[src/rtl/wb_unit_pkg.sv]
// Shared CPU definitions used by the write-back stage: load formats,
// instruction source types and write-back FSM state encodings.
package wb_unit_pkg;

   typedef enum logic [2:0] {
      FMT_LB  = 3'b000,
      FMT_LH  = 3'b001,
      FMT_LW  = 3'b010,
      FMT_LD  = 3'b011,
      FMT_LBU = 3'b100,
      FMT_LHU = 3'b101,
      FMT_LWU = 3'b110
   } ld_fmt_e;

   typedef enum logic [1:0] {
      INST_ALU  = 2'd0,
      INST_LOAD = 2'd1,
      INST_LINK = 2'd2
   } inst_type_e;

   typedef enum logic {
      ST_IDLE     = 1'b0,
      ST_WAIT_RSP = 1'b1
   } wb_state_e;

endpackage

[src/rtl/wb_unit_load_align.sv]
// Load data alignment: shift the raw aligned word down to the addressed
// byte lane, then sign- or zero-extend according to the funct3 load format.
module load_align
   import wb_unit_pkg::*;
#(
   parameter int unsigned XLEN = 32
) (
   input  logic [2:0]                 i_fmt,
   input  logic [$clog2(XLEN/8)-1:0]  i_byte_off,
   input  logic [XLEN-1:0]            i_data,
   output logic [XLEN-1:0]            o_data
);

   logic [XLEN-1:0] w_shifted;

   always_comb begin
      w_shifted = i_data >> {i_byte_off, 3'b000};
      case (ld_fmt_e'(i_fmt))
         FMT_LB:  o_data = XLEN'($signed(w_shifted[7:0]));
         FMT_LH:  o_data = XLEN'($signed(w_shifted[15:0]));
         FMT_LW:  o_data = XLEN'($signed(w_shifted[31:0]));
         FMT_LBU: o_data = XLEN'(w_shifted[7:0]);
         FMT_LHU: o_data = XLEN'(w_shifted[15:0]);
         FMT_LWU: o_data = XLEN'(w_shifted[31:0]);
         // LD only meaningful for XLEN=64, where it is the full shifted word
         FMT_LD:  o_data = w_shifted;
         default: o_data = '0;
      endcase
   end

endmodule

[src/rtl/wb_unit.sv]
// Write-back stage: accepts MEM results, waits for outstanding load data,
// and produces a registered register-file write that doubles as forwarding bus.
module wb_unit
   import wb_unit_pkg::*;
#(
   parameter int unsigned XLEN     = 32,
   parameter int unsigned RF_AW    = 5,
   parameter int unsigned LINK_INC = 4
) (
   input  logic                       clk,
   input  logic                       rst_n,
   input  logic                       in_valid,
   output logic                       in_ready,
   input  logic [RF_AW-1:0]           in_rd,
   input  logic                       in_we,
   input  logic                       in_is_load,
   input  logic                       in_is_link,
   input  logic [2:0]                 in_ld_fmt,
   input  logic [$clog2(XLEN/8)-1:0]  in_byte_off,
   input  logic [XLEN-1:0]            in_alu_out,
   input  logic [XLEN-1:0]            in_pc,
   input  logic                       dram_rsp_valid,
   input  logic [XLEN-1:0]            dram_rsp_data,
   input  logic                       flush,
   output logic                       rf_wr_en,
   output logic [RF_AW-1:0]           rf_wr_addr,
   output logic [XLEN-1:0]            rf_wr_data,
   output logic                       wb_busy
);

   localparam int unsigned OFFW = $clog2(XLEN/8);

   wb_state_e         r_state, w_state_nxt;
   logic              r_drop, w_drop_nxt;
   logic              r_wr_en, w_wr_en_nxt;
   logic [RF_AW-1:0]  r_wr_addr, w_wr_addr_nxt;
   logic [XLEN-1:0]   r_wr_data, w_wr_data_nxt;
   logic [RF_AW-1:0]  r_ld_rd;
   logic              r_ld_we;
   logic [2:0]        r_ld_fmt;
   logic [OFFW-1:0]   r_ld_off;

   logic              w_accept;
   logic              w_latch;
   inst_type_e        w_src;
   logic [2:0]        w_al_fmt;
   logic [OFFW-1:0]   w_al_off;
   logic [XLEN-1:0]   w_aligned;

   assign in_ready   = (r_state == ST_IDLE) && !flush;
   assign w_accept   = in_valid && in_ready;
   assign wb_busy    = (r_state == ST_WAIT_RSP);
   assign rf_wr_en   = r_wr_en;
   assign rf_wr_addr = r_wr_addr;
   assign rf_wr_data = r_wr_data;

   // Latched context drives the aligner while waiting; otherwise the live inputs
   assign w_al_fmt = (r_state == ST_WAIT_RSP) ? r_ld_fmt : in_ld_fmt;
   assign w_al_off = (r_state == ST_WAIT_RSP) ? r_ld_off : in_byte_off;

   load_align #(.XLEN(XLEN)) u_load_align (
      .i_fmt      (w_al_fmt),
      .i_byte_off (w_al_off),
      .i_data     (dram_rsp_data),
      .o_data     (w_aligned)
   );

   always_comb begin
      w_state_nxt   = r_state;
      w_drop_nxt    = r_drop;
      w_wr_en_nxt   = 1'b0;
      w_wr_addr_nxt = r_wr_addr;
      w_wr_data_nxt = r_wr_data;
      w_latch       = 1'b0;
      w_src         = INST_ALU;
      case (r_state)
         ST_IDLE: begin
            if (w_accept) begin
               w_src = in_is_load ? INST_LOAD : (in_is_link ? INST_LINK : INST_ALU);
               if (in_is_load && !dram_rsp_valid) begin
                  w_state_nxt = ST_WAIT_RSP;
                  w_drop_nxt  = 1'b0;
                  w_latch     = 1'b1;
               end else begin
                  w_wr_en_nxt = in_we && (in_rd != '0);
               end
            end
         end
         ST_WAIT_RSP: begin
            if (flush) w_drop_nxt = 1'b1;
            if (dram_rsp_valid) begin
               // A flush coinciding with the response squashes it as well
               w_src       = INST_LOAD;
               w_state_nxt = ST_IDLE;
               w_drop_nxt  = 1'b0;
               w_wr_en_nxt = r_ld_we && (r_ld_rd != '0) && !r_drop && !flush;
            end
         end
         default: w_state_nxt = ST_IDLE;
      endcase
      if (w_wr_en_nxt) begin
         w_wr_addr_nxt = (r_state == ST_WAIT_RSP) ? r_ld_rd : in_rd;
         case (w_src)
            INST_LINK: w_wr_data_nxt = in_pc + XLEN'(LINK_INC);
            INST_LOAD: w_wr_data_nxt = w_aligned;
            default:   w_wr_data_nxt = in_alu_out;
         endcase
      end
   end

   always_ff @(posedge clk or negedge rst_n) begin
      if (!rst_n) begin
         r_state   <= ST_IDLE;
         r_drop    <= 1'b0;
         r_wr_en   <= 1'b0;
         r_wr_addr <= '0;
         r_wr_data <= '0;
      end else begin
         r_state   <= w_state_nxt;
         r_drop    <= w_drop_nxt;
         r_wr_en   <= w_wr_en_nxt;
         r_wr_addr <= w_wr_addr_nxt;
         r_wr_data <= w_wr_data_nxt;
      end
   end

   always_ff @(posedge clk or negedge rst_n) begin
      if (!rst_n) begin
         r_ld_rd  <= '0;
         r_ld_we  <= 1'b0;
         r_ld_fmt <= '0;
         r_ld_off <= '0;
      end else if (w_latch) begin
         r_ld_rd  <= in_rd;
         r_ld_we  <= in_we;
         r_ld_fmt <= in_ld_fmt;
         r_ld_off <= in_byte_off;
      end
   end

endmodule

[config.mk]
export PLATFORM = sky130hd
export DESIGN_NAME = wb_unit
export DESIGN_NICKNAME = d
export VERILOG_FILES = /design/src/rtl/wb_unit_pkg.sv /design/src/rtl/wb_unit_load_align.sv /design/src/rtl/wb_unit.sv
export SDC_FILE = /design/constraint.sdc
export NUM_CORES = 1
export LEC_CHECK = 0
export BUFFER_PORTS_ARGS = -buffer_cell sky130_fd_sc_hd__buf_2
export CORE_UTILIZATION = 30
export DETAILED_ROUTE_END_ITERATION = 8
export SLEW_MARGIN = 15
export SYNTH_ARGS = -nofsm -noshare
export SYNTH_HDL_FRONTEND = slang
export SYNTH_HIERARCHICAL = 1
export SYNTH_SLANG_ARGS = --single-unit
[constraint.sdc]
create_clock -name clk -period 6 [get_ports clk]
set_input_delay 1.2 -clock clk [delete_from_list [all_inputs] [get_ports clk]]
set_output_delay 1.2 -clock clk [all_outputs]
set_load 0.02 [all_outputs]
**After elaboration in Yosys (flattened, before gate mapping)**

Cells that the tools add are included.

- Bits in registers: 51
- Input bits: 114
- Output and inout bits: 40

- Add/subtract/negate cells: 1
- Eq/ne operators: 11
- Shifts and indexed selects: 1
- Muxes and demuxes: 24
- Bitwise gates (word level): 1
- Reduce and logical (&&, ||, !) cells: 15

Operators by type and width:

| kind | number |
|---|---|
| 32-bit one-hot mux with 5 select lines | 1 |
| 32-bit one-hot mux with 2 select lines | 1 |
| 32-bit by 3-bit adder with 32-bit output (second input constant) | 1 |
| 32-bit by 5-bit right shift with 32-bit output | 1 |
| 1-bit two-way mux | 12 |
| 5-bit nonzero test | 2 |
| 3-bit == test (second input constant) | 3 |
| 2-bit two-way mux | 4 |
| 1-bit logical AND | 7 |
| 3-bit by 2-bit == test with 1-bit output (second input constant) | 2 |
| 1-bit one-hot mux with 2 select lines | 3 |
| 5-bit two-way mux | 1 |
| 2-bit one-hot mux with 2 select lines | 1 |
| 3-bit by 1-bit == test with 1-bit output (second input constant) | 1 |
| 1-bit logical NOT | 3 |
| 3-bit logical NOT | 1 |
| 3-bit two-way mux | 1 |
| 3-bit inequality test (second input constant) | 1 |
| 3-bit AND reduction | 1 |
| 3-bit OR reduction | 1 |
| 2-bit by 1-bit == test with 1-bit output (second input constant) | 1 |
| 2-bit == test (second input constant) | 1 |
| 2-bit by 1-bit inequality test with 1-bit output (second input constant) | 1 |
| 2-bit inequality test (second input constant) | 1 |
| 1-bit inverter | 1 |

**Longest topological paths before layout**

Gate-level depths: netlist of the first run.

- Depth in word-level cells: 7
- Gate-level depth with buffers: 11

**Hierarchy**

Netlist of the first run, hierarchy kept.

Modules (own cells, without submodules):

| module | times used | cells each | area an instance (um^2) | seq. area each (um^2) |
|---|---|---|---|---|
| wb_unit | 1 | 379 | 3303.2 | 1276.2 |
| load_align | 1 | 111 | 829.5 | 0.0 |

**Worst setup path after synthesis of the first run**

OpenSTA, ideal clock, no wires.

- Kind: input to register
- Start point: input port flush
- End point: register r_wr_data[30] (netlist: rf_wr_data[30])
- Setup time: 94 ps
- Data arrival time: 3206 ps
- Required time: 5906 ps
- Setup slack: 2700 ps
- Cell stages on the path: 9
- Path buffers: 3
- Cells stage by stage: nor2_1 and4_1 inv_1 ha_1 clkbuf_1 clkbuf_1 clkbuf_1 a211oi_1 a211oi_1

- Cells in the longest elaborated chain, start to end: 7
- Elaborated cells on any way between the ends: 12
- Those cells by class: eq/ne: 2; mux: 6; reduce/logical: 4

RTL lines:

| element | RTL line | RTL |
|---|---|---|
| from (decl) | wb_unit.sv:24 | `input logic flush,` |
| 1-bit logical NOT (*) | wb_unit.sv:50, wb_unit.sv:96 |  |
| 1-bit logical AND | wb_unit.sv:50 | `assign in_ready = (r_state == ST_IDLE) && !flush;` |
| 1-bit logical AND | wb_unit.sv:51 | `assign w_accept = in_valid && in_ready;` |
| 2-bit two-way mux | wb_unit.sv:78 | `if (w_accept) begin` |
| 2-bit one-hot mux with 2 select lines | wb_unit.sv:76 | `case (r_state)` |
| 2-bit by 1-bit == test with 1-bit output / 2-bit == test (equally long branches) | wb_unit.sv:103 | `case (w_src)` |
| 32-bit one-hot mux with 2 select lines | wb_unit.sv:103 |  |
| to (signal assigned) | wb_unit.sv:123 | `r_wr_data <= w_wr_data_nxt;` |
| to (decl) | wb_unit.sv:37 | `logic [XLEN-1:0] r_wr_data, w_wr_data_nxt;` |

Every way passes the cells marked *; elsewhere a longest branch is shown, timed or not.
A chain may end at the register's enable or synchronous reset.

**Worst setup path in the final report of the first run**

- Start point: input port in_byte_off[0]
- End point: register r_wr_data[22] (netlist: rf_wr_data[22])

- Cells in the longest elaborated chain, start to end: 4

RTL lines:

| element | RTL line | RTL |
|---|---|---|
| from (decl) | wb_unit.sv:19 | `input logic [$clog2(XLEN/8)-1:0] in_byte_off,` |
| 2-bit two-way mux | wb_unit.sv:59 | `assign w_al_off = (r_state == ST_WAIT_RSP) ? r_ld_off : in_byte_off;` |
| named net w_al_off[0] | wb_unit.sv:47 | `logic [OFFW-1:0] w_al_off;` |
| 32-bit by 5-bit right shift with 32-bit output | wb_unit_load_align.sv:17 | `w_shifted = i_data >> {i_byte_off, 3'b000};` |
| 32-bit one-hot mux with 5 select lines | wb_unit_load_align.sv:18 | `case (ld_fmt_e'(i_fmt))` |
| named net w_aligned[22] | wb_unit.sv:48 | `logic [XLEN-1:0] w_aligned;` |
| 32-bit one-hot mux with 2 select lines | wb_unit.sv:103 |  |

The timed path passes the listed nets, and every way through them passes these cells.

==> results.md, run 1 <==
- Outcome: finished, final reports clean
- Pin count of the biggest net entering global routing: 52
- Drt pass-1 iters: 5
- # rows: between 40 and 50
- Worst rel slew slack: 0.257
- Area grow syn2layout: 23.0%
- GR Overflow Total: 0
- Asr flop ratio synth: 1.00
- First-pass GRT wire length: 22.2 mm
- Most frequent cells in the layout: buf_2 (153), o21ai_0 (63), dfrtp_1 (51), nand2_1 (46), mux2i_1 (29)
- CP cell instances: buf_2 -> mux2_2 -> mux2_4 -> o221ai_4 -> o22ai_1 -> a21oi_1 -> o41ai_1 -> a31oi_1 -> o21ai_0
- Yosys warns: 6
- DRT iter0 DRCs: 441
- Vias per cell: 5.61
- Combinational fraction of design power: 0.391
- CTS tree: done
- Setup CP Type: in -> reg
- Worst-path clk slew: 0.08 ns
- Mapped cell area: about 4100 um^2
- Nature of the critical path startpoint: input port
- I/O Pins: about 150
- CP max stage delay: roughly 0.71 ns
- Sequential-to-total area share from yosys stat: 0.309
- Via count: 4,414
- Switching Share: 0.395
- Initial Util: 0.310
- Initial antenna violation count: 0
- Critical Path Sink: rf_wr_data[22]
- Setup slack, reg-to-reg: 2.46 ns
- Longest Clk Path Bufs: 2
- Die Ht: approximately 120 um
- Fmax: around 280 MHz
- Setup TNS: 0 ns
- Maximum vdd ir drop: ~0.13 mV
- Clock period minus worst slack: around 3.6 ns
- Kind of end point of the critical path: flop
- Post-synth EDFFs: 0
- Drt total wl: between 10 and 15 mm
- Final Setup Violations: 0
- Commonest non-fill, non-tap cell in the layout: buf_2
- Layout cell share with drive strength beyond 1: 0.309
- Die area: between 10,000 and 15,000 um^2
- Reg-to-reg startpoint: wb_busy
- Routed length per placed instance: approximately 18 um
- Sw power: about 510 uW
- Syn_area_per_cell: ~8.4 um^2
- Clock buffer count from CTS: 5
- Slowest cell on the critical path: mux2_2
- Worst Path Arrival: between 3 and 4 ns
- Layout Utilization: 0.381
- CTS root buf: clkbuf_16
- Sequential share of power: 0.381
- Crit path from: in_byte_off[0]
- P per Cell Area: 255 nW/um^2
- GP Congestion: 0.916
- Synth Instances: 490
- Number of hold buffers added after CTS: 0
- CTS H-tree depth: 2
- Reg2Reg Capture Point: rf_wr_data[22]
- Ys flop type: dfrtp_1
- Post-Syn Nets: roughly 600
- DRC viols: 0
- Post-route ant nets: 0
- Crit path required time: about 6.2 ns
- Final Hold Fails: 0
- Leak Pwr: roughly 0.0022 uW
- Core Box Area: between 10,000 and 15,000 um^2
- #FFs+latches synth: 51
- Worst r2r path cells: 8
- Slew @ Worst Pin: roughly 1.1 ns
- Internal: slightly below 800 uW
- Final Max Slew Viols: 0
- Die width: approximately 120 um
- Hold/Removal Path Class: reg -> reg
- Vias in the first global route: 4,193
- Share of power burned in the clock network: 0.228
- CP max FO: 37
- Port-buffer cells: between 150 and 200
- Clk_lat worst skew: about 0.30 ns
- RSZ-0062 raised after global routing: false
- Tot GR Track Use: 0.201
- Hpwl dp: about 12 mm
- Resized Gates After CTS: 0
- Postcts setup bufs: 0
- Max-cap viol count: 0
- Synth unique cells: between 50 and 60
- # clock sinks: 51
- Antenna cell count: 0
- Final period util: 0.606
- Clk_skew: 0.0118 ns
- Fin nets: slightly above 700
==> synth_stat cells, drive strengths merged (8+ instances only) <==
cell | count | area share
nor2 | 14 | 0.013
a31oi | 8 | 0.012
a21oi | 13 | 0.016
mux2i | 29 | 0.070
nand2b | 10 | 0.015
o21ai | 63 | 0.076
xor2 | 8 | 0.017
a221oi | 12 | 0.025
o31a | 10 | 0.021
nand3 | 12 | 0.016
clkbuf | 29 | 0.026
nand2 | 46 | 0.042
nand4 | 9 | 0.014
a22oi | 10 | 0.018
nor4 | 15 | 0.023
o22ai | 14 | 0.021
mux2 | 18 | 0.050
nor2b | 12 | 0.019
a211oi | 23 | 0.042
buf | 14 | 0.025
dfrtp | 51 | 0.31
inv | 16 | 0.015
==> cells by family after synthesis <==
logic type | count (synthesis) | synth area share
AO/OA/AOI/OAI | 176 | 0.286
AND/OR/NAND/NOR | 141 | 0.179
buffers and inverters | 59 | 0.0660
flip-flops | 51 | 0.309
multiplexers | 48 | 0.126
XOR/XNOR | 12 | 0.0254
adder cells (fa/ha/maj) | 3 | 0.00908
==> final cells by class <==
cell class / count / area, um^2
flip-flops and latches: 51 / 1280
repair buffers: 156 / 788
clock inverters: 3 / 28.8
multi-input cells: 380 / 2580
fillers: 1411 / 8270
inverters: 16 / 60.1
clock buffers: 5 / 125
well taps: 176 / 220
==> through the flow <==
| step | hold slack, ns | worst slack (ns) | instances | total power [uW] | cell area (um^2) |
|---|---|---|---|---|---|
| 4_1_cts | 0.480 | 2.43 | 787 | 1300 | 5080 |
| 3_5_place_dp | 0.465 | 2.12 | 779 | 1000 | 4930 |
| 3_3_place_gp | 0.456 | 2.20 | 779 | 992 | 4930 |
| 6_report | 0.474 | 2.36 | 787 | 1300 | 5080 |
| 5_1_grt | 0.504 | 2.25 | 787 | 1370 | 5080 |
| 2_1_floorplan | 0.473 | 2.70 | 490 | 798 | 4130 |
==> how the worst min path moves through the flow <==
| stage | start | to | slack [ns] | depth (start not counted) |
|---|---|---|---|---|
| 5_1_grt | rf_wr_data[9] | rf_wr_data[9] | 0.50 | 2 |
| 6_report | rf_wr_addr[4] | rf_wr_addr[4] | 0.47 | 2 |
| 4_1_cts | rf_wr_addr[4] | rf_wr_addr[4] | 0.48 | 2 |
| 3_5_place_dp | rf_wr_addr[4] | rf_wr_addr[4] | 0.47 | 2 |
| 3_3_place_gp | rf_wr_data[8] | rf_wr_data[8] | 0.46 | 2 |
| 2_1_floorplan | r_ld_we | r_ld_we | 0.47 | 1 |
==> power by group through the flow <==
stage               combinational (uW)  sequential, uW  clock (uW)
global route                       549             506         318
finish                             506             494         296
floorplan                          224             574           0
global placement                   494             498           0
CTS                                504             495         299
detailed placement                 504             501           0
==> routing by layer <==
layer  vias to the layer above  GRT usage  routed length, um
met5                         -          0                  0
met4                         0     0.0867                582
met3                        36     0.0239                976
met2                       201      0.328               6630
met1                      2076      0.266               6290
li1                       2101          -                  -
==> critical path, delay by kind of cell <==
family                 cells  cell delay [ns]
muxes                      2             1.09
AOI/OAI and AO/OA          6             1.41
buffers and inverters      1             0.10
==> flip-flops by register name, summed over array words and instances, names as in the netlist <==
signal / count
wb_busy: 1
rf_wr_addr: 5
r_ld_off: 2
r_drop: 1
r_ld_rd: 5
rf_wr_data: 32
r_ld_we: 1
rf_wr_en: 1
r_ld_fmt: 3
Note: power is estimated with default switching activity, not from simulation.
==> run 2, diff against run 1 <==
--- a/config.mk
+++ b/config.mk
@@ -5,6 +5,7 @@
 export SDC_FILE = /design/constraint.sdc
 export NUM_CORES = 1
 export LEC_CHECK = 0
+export ABC_AREA = 1
 export BUFFER_PORTS_ARGS = -buffer_cell sky130_fd_sc_hd__buf_2
 export CORE_UTILIZATION = 30
 export DETAILED_ROUTE_END_ITERATION = 8
==> constraint.sdc (replaced) <==
create_clock -name clk -period 2.95 [get_ports clk]
set_input_delay 0.59 -clock clk [delete_from_list [all_inputs] [get_ports clk]]
set_output_delay 0.59 -clock clk [all_outputs]
set_load 0.02 [all_outputs]
==> run 2 against run 1 <==
Global-route usage increased by 0.40 points. Count of clock-buffer cells in the layout unchanged. Utilization decreased by 0.072 points. Clock skew decreased by 0.0020 ns. Largest cell class unchanged. The run now ends with design-rule violations left. Clock power increased by 110%.
==> results.md, run 2 <==
- CP max stage delay: 0.68 ns (-0.03 ns)
- Count leader, synth: nand2_1
- Failing checks: design-rule violations
- Initial Util: 0.310 (about the same)
- Clock buffer count from CTS: 5 (unchanged)
- Yosys warns: 6 (unchanged)
- Area grow syn2layout: 22.6%
- Final Setup Violations: 0 (unchanged)
- Routed length per placed instance: 14.8 um (-20%)
- Top cell type's share of synthesized area: 0.281 (-0.0276)
- Mapped cell area: 4540 um^2 (+9.8%)
- Drt pass-1 iters: 8 (+3)
- Multi-input logic area: 2830 um^2 (+9.5%)
- Hpwl dp: 12.5 mm (+7.2%)
- Kind of end point of the critical path: flop
- # clock sinks: 51 (unchanged)
- CTS tree: done
- Core Box Area: 14,600 um^2 (+9.7%)
- Post-synth EDFFs: 0 (unchanged)
- Sequential-to-total area share from yosys stat: 0.281 (-0.0276)
- Number of hold buffers added after CTS: 0 (unchanged)
- Maximum vdd ir drop: 0.254 mV (+100%)
- Delay-heaviest family, CP: simple AND/OR/NAND/NOR gates
- Share of power burned in the clock network: 0.246 (+0.018)
- Die Ht: 125 um (+4.7%)
- Asr flop ratio synth: 1.00 (unchanged)
- Syn_area_per_cell: 6.01 um^2 (-29%)
- Outcome: finished with violations
- Crit path required time: 3.20 ns (-2.97 ns)
- Ys flop type: dfrtp_1
- Worst rel slew slack: 0.494 (+0.237)
- Layout cell share with drive strength beyond 1: 0.242 (-0.0669)
- # rows: 44 (+4.8%)
- Commonest non-fill, non-tap cell in the layout: nand2_1
- Final Max Slew Viols: 0 (unchanged)
- Setup TNS: 0 ns (unchanged)
- Sequential share of power: 0.369 (-0.012)
- Final Hold Fails: 0 (unchanged)
- Tot GR Track Use: 0.205 (+0.00401)
- WHS: 0.381 ns (-0.0927 ns)
- Clk_skew: 0.00979 ns (-0.00198 ns)
- Slew @ Worst Pin: 0.757 ns (-0.358 ns)
- Fillers: 1,664 (+18%)
- Internal: 1530 uW (+95%)
- Post-Syn Nets: 872 (+44%)
- Port-buffer cells: 153 (unchanged)
- Worst Path Arrival: 2.91 ns (-0.90 ns)
- First-pass GRT wire length: 25.5 mm (+15%)
- Vias per cell: 4.87 (-13%)
- Initial antenna violation count: 1 (+1)
- Max-cap viol count: 0 (unchanged)
- CP max FO: 20 (-46%)
- Switching Share: 0.408 (+0.0126)
- Leak Pwr: 0.00303 uW (+36%)
- Clock period minus worst slack: 2.67 ns
- Slowest cell on the critical path: dfrtp_1
- CP cell instances: o21ai_0 -> inv_2 -> nand2_2 -> nor2_1 -> nand3_2 -> buf_4 -> nand3_2 -> a21oi_1 -> o21ai_0 -> nand2_1 -> nand2_1
- Resized Gates After CTS: 0 (unchanged)
- Die width: 125 um (+4.7%)
- Hold/Removal Path Class: in -> async
- Storage element area: 1280 um^2 (unchanged)
- Dominant cell type by area after synthesis: dfrtp_1
- Synth Instances: 755 (+54%)
- Clk_lat worst skew: 0.31 ns (about the same)
- Fmax: roughly 380 MHz
- Pin count of the biggest net entering global routing: 52 (unchanged)
- Final period util: 0.903
- Sw power: 1050 uW (+110%)
- DRT iter0 DRCs: 487 (+10%)
- Vias in the first global route: 4,892 (+17%)
- Longest Clk Path Bufs: 2 (unchanged)
- Fin nets: 1,007 (+39%)
- Synth unique cells: 35 (-33%)
- Nature of the critical path startpoint: flop
- #FFs+latches synth: 51 (unchanged)
- Via count: 5,240 (+19%)
- Most frequent cells in the layout: nand2_1 (300), buf_2 (153), nor2_1 (100), nand3_1 (62), dfrtp_1 (51)
- Post-route ant nets: 0 (unchanged)
- I/O Pins: 154 (unchanged)
- Postcts setup bufs: 0 (unchanged)
- CTS root buf: clkbuf_16
- P per Cell Area: 463 nW/um^2 (+82%)
- GP Congestion: 0.900 (-1.8%)
- Number of flip-flops under the largest register name: 32 (unchanged)
- GR Overflow Total: 0 (unchanged)
- Worst-path clk slew: 0.08 ns (about the same)
- Drt total wl: 15.9 mm (+9.9%)
- Die area: 15,600 um^2 (+9.6%)
- WP buf/inv: 2 (+1)
- Combinational fraction of design power: 0.386 (-0.005)
- Setup CP Type: reg -> reg
- DRC viols: 16 (+16)
- CTS H-tree depth: 2 (unchanged)
- Synth top cells by count: nand2_1 (300), nor2_1 (100), nand3_1 (62)
- Main area contributors after synthesis: dfrtp_1 (28%), nand2_1 (25%), nor2_1 (8.3%)
- Pwr Total: 2580 uW (+99%)
- RSZ-0062 raised after global routing: false
## run 2: cell count changes after synthesis, sizes merged, moves of 25 or more
cell,before,now
inv,16,48
nor2,14,108
a21oi,13,43
nand3,12,76
nand2,46,305
mux2i,29,4
## run 2: routing by layer
| metal | global-route usage | routed length [um] | vias up |
|---|---|---|---|
| li1 | - | - | 2675 |
| met5 | 0 | 0 | - |
| met2 | 0.321 | 7010 | 189 |
| met3 | 0.0312 | 1210 | 12 |
| met1 | 0.294 | 7500 | 2364 |
| met4 | 0.0509 | 178 | 0 |
## run 2: final timing paths
path                                      from              to  slack [ns]  cells after the start
worst max-delay path                   wb_busy  rf_wr_data[17]        0.28                     11
worst min-delay path                     rst_n  rf_wr_data[24]        0.38                      2
worst max register to register         wb_busy  rf_wr_data[17]        0.28                     11
worst min register to register  rf_wr_data[30]  rf_wr_data[30]        0.48                      2
max in group asynchronous                rst_n   rf_wr_data[3]        2.09                      2
min in group clk                rf_wr_data[30]  rf_wr_data[30]        0.48                      2
## run 2: logic make-up after synthesis
group                      synth area share
AOI/OAI and AO/OA                     0.125
xor gates and xnor gates            0.00193
adders and majority gates           0.00827
buffers and inverters                0.0954
DFF                                   0.281
muxes                               0.00882
and+or+nand+nor                       0.479
## run 2: stage by stage
| stage | cell area [um^2] | cells | util | setup slack, ns |
|---|---|---|---|---|
| 6_report | 5570 | 1076 | 0.380 | 0.285 |
| 3_5_place_dp | 5410 | 1067 | 0.369 | 0.358 |
| 4_1_cts | 5560 | 1075 | 0.380 | 0.338 |
| 3_3_place_gp | 5410 | 1067 | 0.369 | 0.411 |
| 5_1_grt | 5570 | 1076 | 0.380 | 0.117 |
| 2_1_floorplan | 4540 | 755 | - | 0.781 |
## run 2: cell type report
class                           instances  area share
Timing Repair Buffer                  166       0.160
Antenna cell                            1    0.000450
Multi-Input combinational cell        617       0.508
Sequential cell                        51       0.229
Clock inverter                          3     0.00495
Tap cell                              184      0.0414
Inverter                               49      0.0335
Clock buffer                            5      0.0225
## run 2: power groups by stage
| stage | clock [uW] | combinational [uW] | sequential (uW) |
|---|---|---|---|
| 2_1_floorplan | 0 | 474 | 1100 |
| 3_3_place_gp | 0 | 981 | 964 |
| 3_5_place_dp | 0 | 995 | 954 |
| 4_1_cts | 646 | 996 | 949 |
| 5_1_grt | 666 | 1100 | 969 |
| 6_report | 634 | 993 | 949 |
==> run 3, diff against run 2 <==
--- a/config.mk
+++ b/config.mk
@@ -7,7 +7,8 @@
 export LEC_CHECK = 0
 export ABC_AREA = 1
 export BUFFER_PORTS_ARGS = -buffer_cell sky130_fd_sc_hd__buf_2
-export CORE_UTILIZATION = 30
+export CORE_UTILIZATION = 25
+export CTS_BUF_LIST = sky130_fd_sc_hd__clkbuf_8
 export DETAILED_ROUTE_END_ITERATION = 8
 export SLEW_MARGIN = 15
 export SYNTH_ARGS = -nofsm -noshare
==> run 3 against run 2 <==
The flow now finishes without violations. Via count is 2.8% lower. Setup slack better by 0.044 ns. Sequential power down 0.8%. Critical endpoint is now rf_wr_data[10]. Highest routed layer is now met5.
==> results.md, run 3 (synthesis results as in run 2) <==
- Number of flip-flops under the largest register name: 32 (unchanged)
- Drt total wl: 15.8 mm (-0.45%)
- Share of power burned in the clock network: 0.185 (-0.061)
- Core Box Area: 17,500 um^2 (+20%)
- Crit path required time: 3.22 ns (+0.02 ns)
- DRC viols: 0 (-16)
- Vias per cell: 4.55 (-6.5%)
- Most frequent cells in the layout: nand2_1 (300), buf_2 (153), nor2_1 (100), nand3_1 (62), dfrtp_1 (51)
- Combinational fraction of design power: 0.418 (+0.032)
- Pwr Total: 2370 uW (-8.1%)
- Die area: 18,700 um^2 (+20%)
- Fin nets: 1,007 (unchanged)
- Fmax: 381 MHz (+1.7%)
- Vias in the first global route: 4,809 (-1.7%)
- CTS H-tree depth: 2 (unchanged)
- Sw power: 1000 uW (-4.8%)
- # rows: 48 (+9.1%)
- Crit path from: wb_busy
- Sequential share of power: 0.398 (+0.029)
- Clock buffer count from CTS: 5 (unchanged)
- Layout cell share with drive strength beyond 1: 0.242 (unchanged)
- Reg2Reg Capture Point: rf_wr_data[10]
- First-pass GRT wire length: 25.0 mm (-1.9%)
- Die Ht: 137 um (+9.4%)
- Drt pass-1 iters: 5 (-3)
- Clk_skew: 0.00738 ns (-0.00241 ns)
- Area grow syn2layout: 22.2%
- Leak Pwr: 0.00300 uW (-1.0%)
- Hold/Removal Path Class: in -> async
- Final period util: 0.889 (-0.0148)
- Fillers: 1,971 (+18%)
- RSZ-0062 raised after global routing: false
- # clock sinks: 51 (unchanged)
- Worst r2r path cells: 10 (-1)
- Worst Path Arrival: 2.89 ns (-0.02 ns)
- Initial Util: 0.259 (-0.0511)
- Tot GR Track Use: 0.173 (-0.0316)
- Final Setup Violations: 0 (unchanged)
- Layout Utilization: 0.316 (-0.0638)
- P per Cell Area: 427 nW/um^2 (-7.8%)
- Setup slack, reg-to-reg: 0.33 ns (+0.04 ns)
- Final Hold Fails: 0 (unchanged)
- Internal: 1370 uW (-10%)
- Slew @ Worst Pin: 0.772 ns (+0.0154 ns)
- Worst rel slew slack: 0.484 (-0.0103)
- CTS tree: done
- Die width: 137 um (+9.4%)
- Longest Clk Path Bufs: 2 (unchanged)
- Commonest non-fill, non-tap cell in the layout: nand2_1
- Outcome: finished, final reports clean
- Routed length per placed instance: 14.2 um (-4.2%)
- Maximum vdd ir drop: 0.205 mV (-19%)
- Final Max Slew Viols: 0 (unchanged)
- GP Congestion: 0.870 (-3.3%)
- Setup TNS: 0 ns (unchanged)
- Initial antenna violation count: 3 (+2)
- Clk_lat worst skew: 0.32 ns (about the same)
- Hpwl dp: 12.7 mm (+1.8%)
- Setup CP Type: reg -> reg
- Worst-path clk slew: 0.10 ns (+0.02 ns)
- Reg-to-reg startpoint: wb_busy
- Post-route ant nets: 0 (unchanged)
- DRT iter0 DRCs: 363 (-25%)
- Max-cap viol count: 0 (unchanged)
- Switching Share: 0.422 (+0.0146)
- Nature of the critical path startpoint: flop
- GR Overflow Total: 0 (unchanged)
- Kind of end point of the critical path: flop
- I/O Pins: 154 (unchanged)
- Pin count of the biggest net entering global routing: 43 (-17%)
- CP max FO: 23 (+15%)
- CTS root buf: clkbuf_8
- Via count: 5,092 (-2.8%)
- Port-buffer cells: 153 (unchanged)
- Clock period minus worst slack: 2.62 ns (-0.0438 ns)
==> run 3: cell types whose count changed in the layout (fill, tap and decap cells not counted), sizes merged <==
cell and change:
clkinv -2, inv +1, diode +1, clkinvlp +1
==> run 3: worst max-delay path by stage <==
stage | to | slack [ns] | cells after the start
detailed placement | rf_wr_data[17] | 0.04 | 10
finish | rf_wr_data[10] | 0.33 | 10
floorplan | rf_wr_data[4] | 0.78 | 11
global route | rf_wr_data[9] | 0.1 | 11
global placement | rf_wr_data[11] | 0.18 | 10
CTS | rf_wr_data[17] | 0.08 | 9
==> run 3: cell type report <==
class | count | area, um^2 | area share
Timing Repair Buffer | 166 | 876 | 0.158
Tap cell | 225 | 282 | 0.0508
Clock inverter | 3 | 20.0 | 0.00361
Multi-Input combinational cell | 617 | 2830 | 0.510
Antenna cell | 2 | 5.00 | 0.000902
Clock buffer | 5 | 68.8 | 0.0124
Sequential cell | 51 | 1280 | 0.230
Inverter | 49 | 190 | 0.0343
==> run 3: power groups by stage <==
stage	combinational, uW	clock (uW)	sequential, uW
after global routing	1100	478	959
after global placement	983	0	956
after detailed placement	996	0	950
final	988	437	941
after CTS	999	452	941
after floorplan	474	0	1100
==> run 3: routing by layer <==
metal | wire (um) | track usage | share of wire | vias up
met4 | 286 | 0.0506 | 0.018 | 2
li1 | - | - | - | 2668
met2 | 6820 | 0.268 | 0.43 | 142
met1 | 7820 | 0.243 | 0.49 | 2262
met3 | 898 | 0.0319 | 0.057 | 18
met5 | 13 | 0 | 0.00082 | -
==> run 3: metrics by stage <==
stage	std cells	hold WS, ns	area, um^2	worst slack (ns)
4_1_cts	1116	0.338	5540	0.0832
3_5_place_dp	1108	0.460	5450	0.0444
3_3_place_gp	1108	0.463	5450	0.177
2_1_floorplan	755	0.294	4540	0.781
5_1_grt	1118	0.359	5550	0.0974
6_report	1118	0.295	5550	0.329
==> run 3: what timing repair did <==
action                                  in CTS  in global routing
resized for setup                            0                  1
endpoints found under the setup margin       0                 15
buffers inserted                             0                  0
hold buffers                                 0                  0
==> run 3: worst max-delay path: stages (launching register included) <==
cell	delay (ns)
dfrtp_1	0.69
o21ai_0	0.26
inv_2	0.12
nand2_2	0.13
nor2_1	0.15
nand3_2	0.46
a21oi_2	0.26
a21oi_1	0.10
o21ai_0	0.17
o211ai_1	0.14
nand2_1	0.08
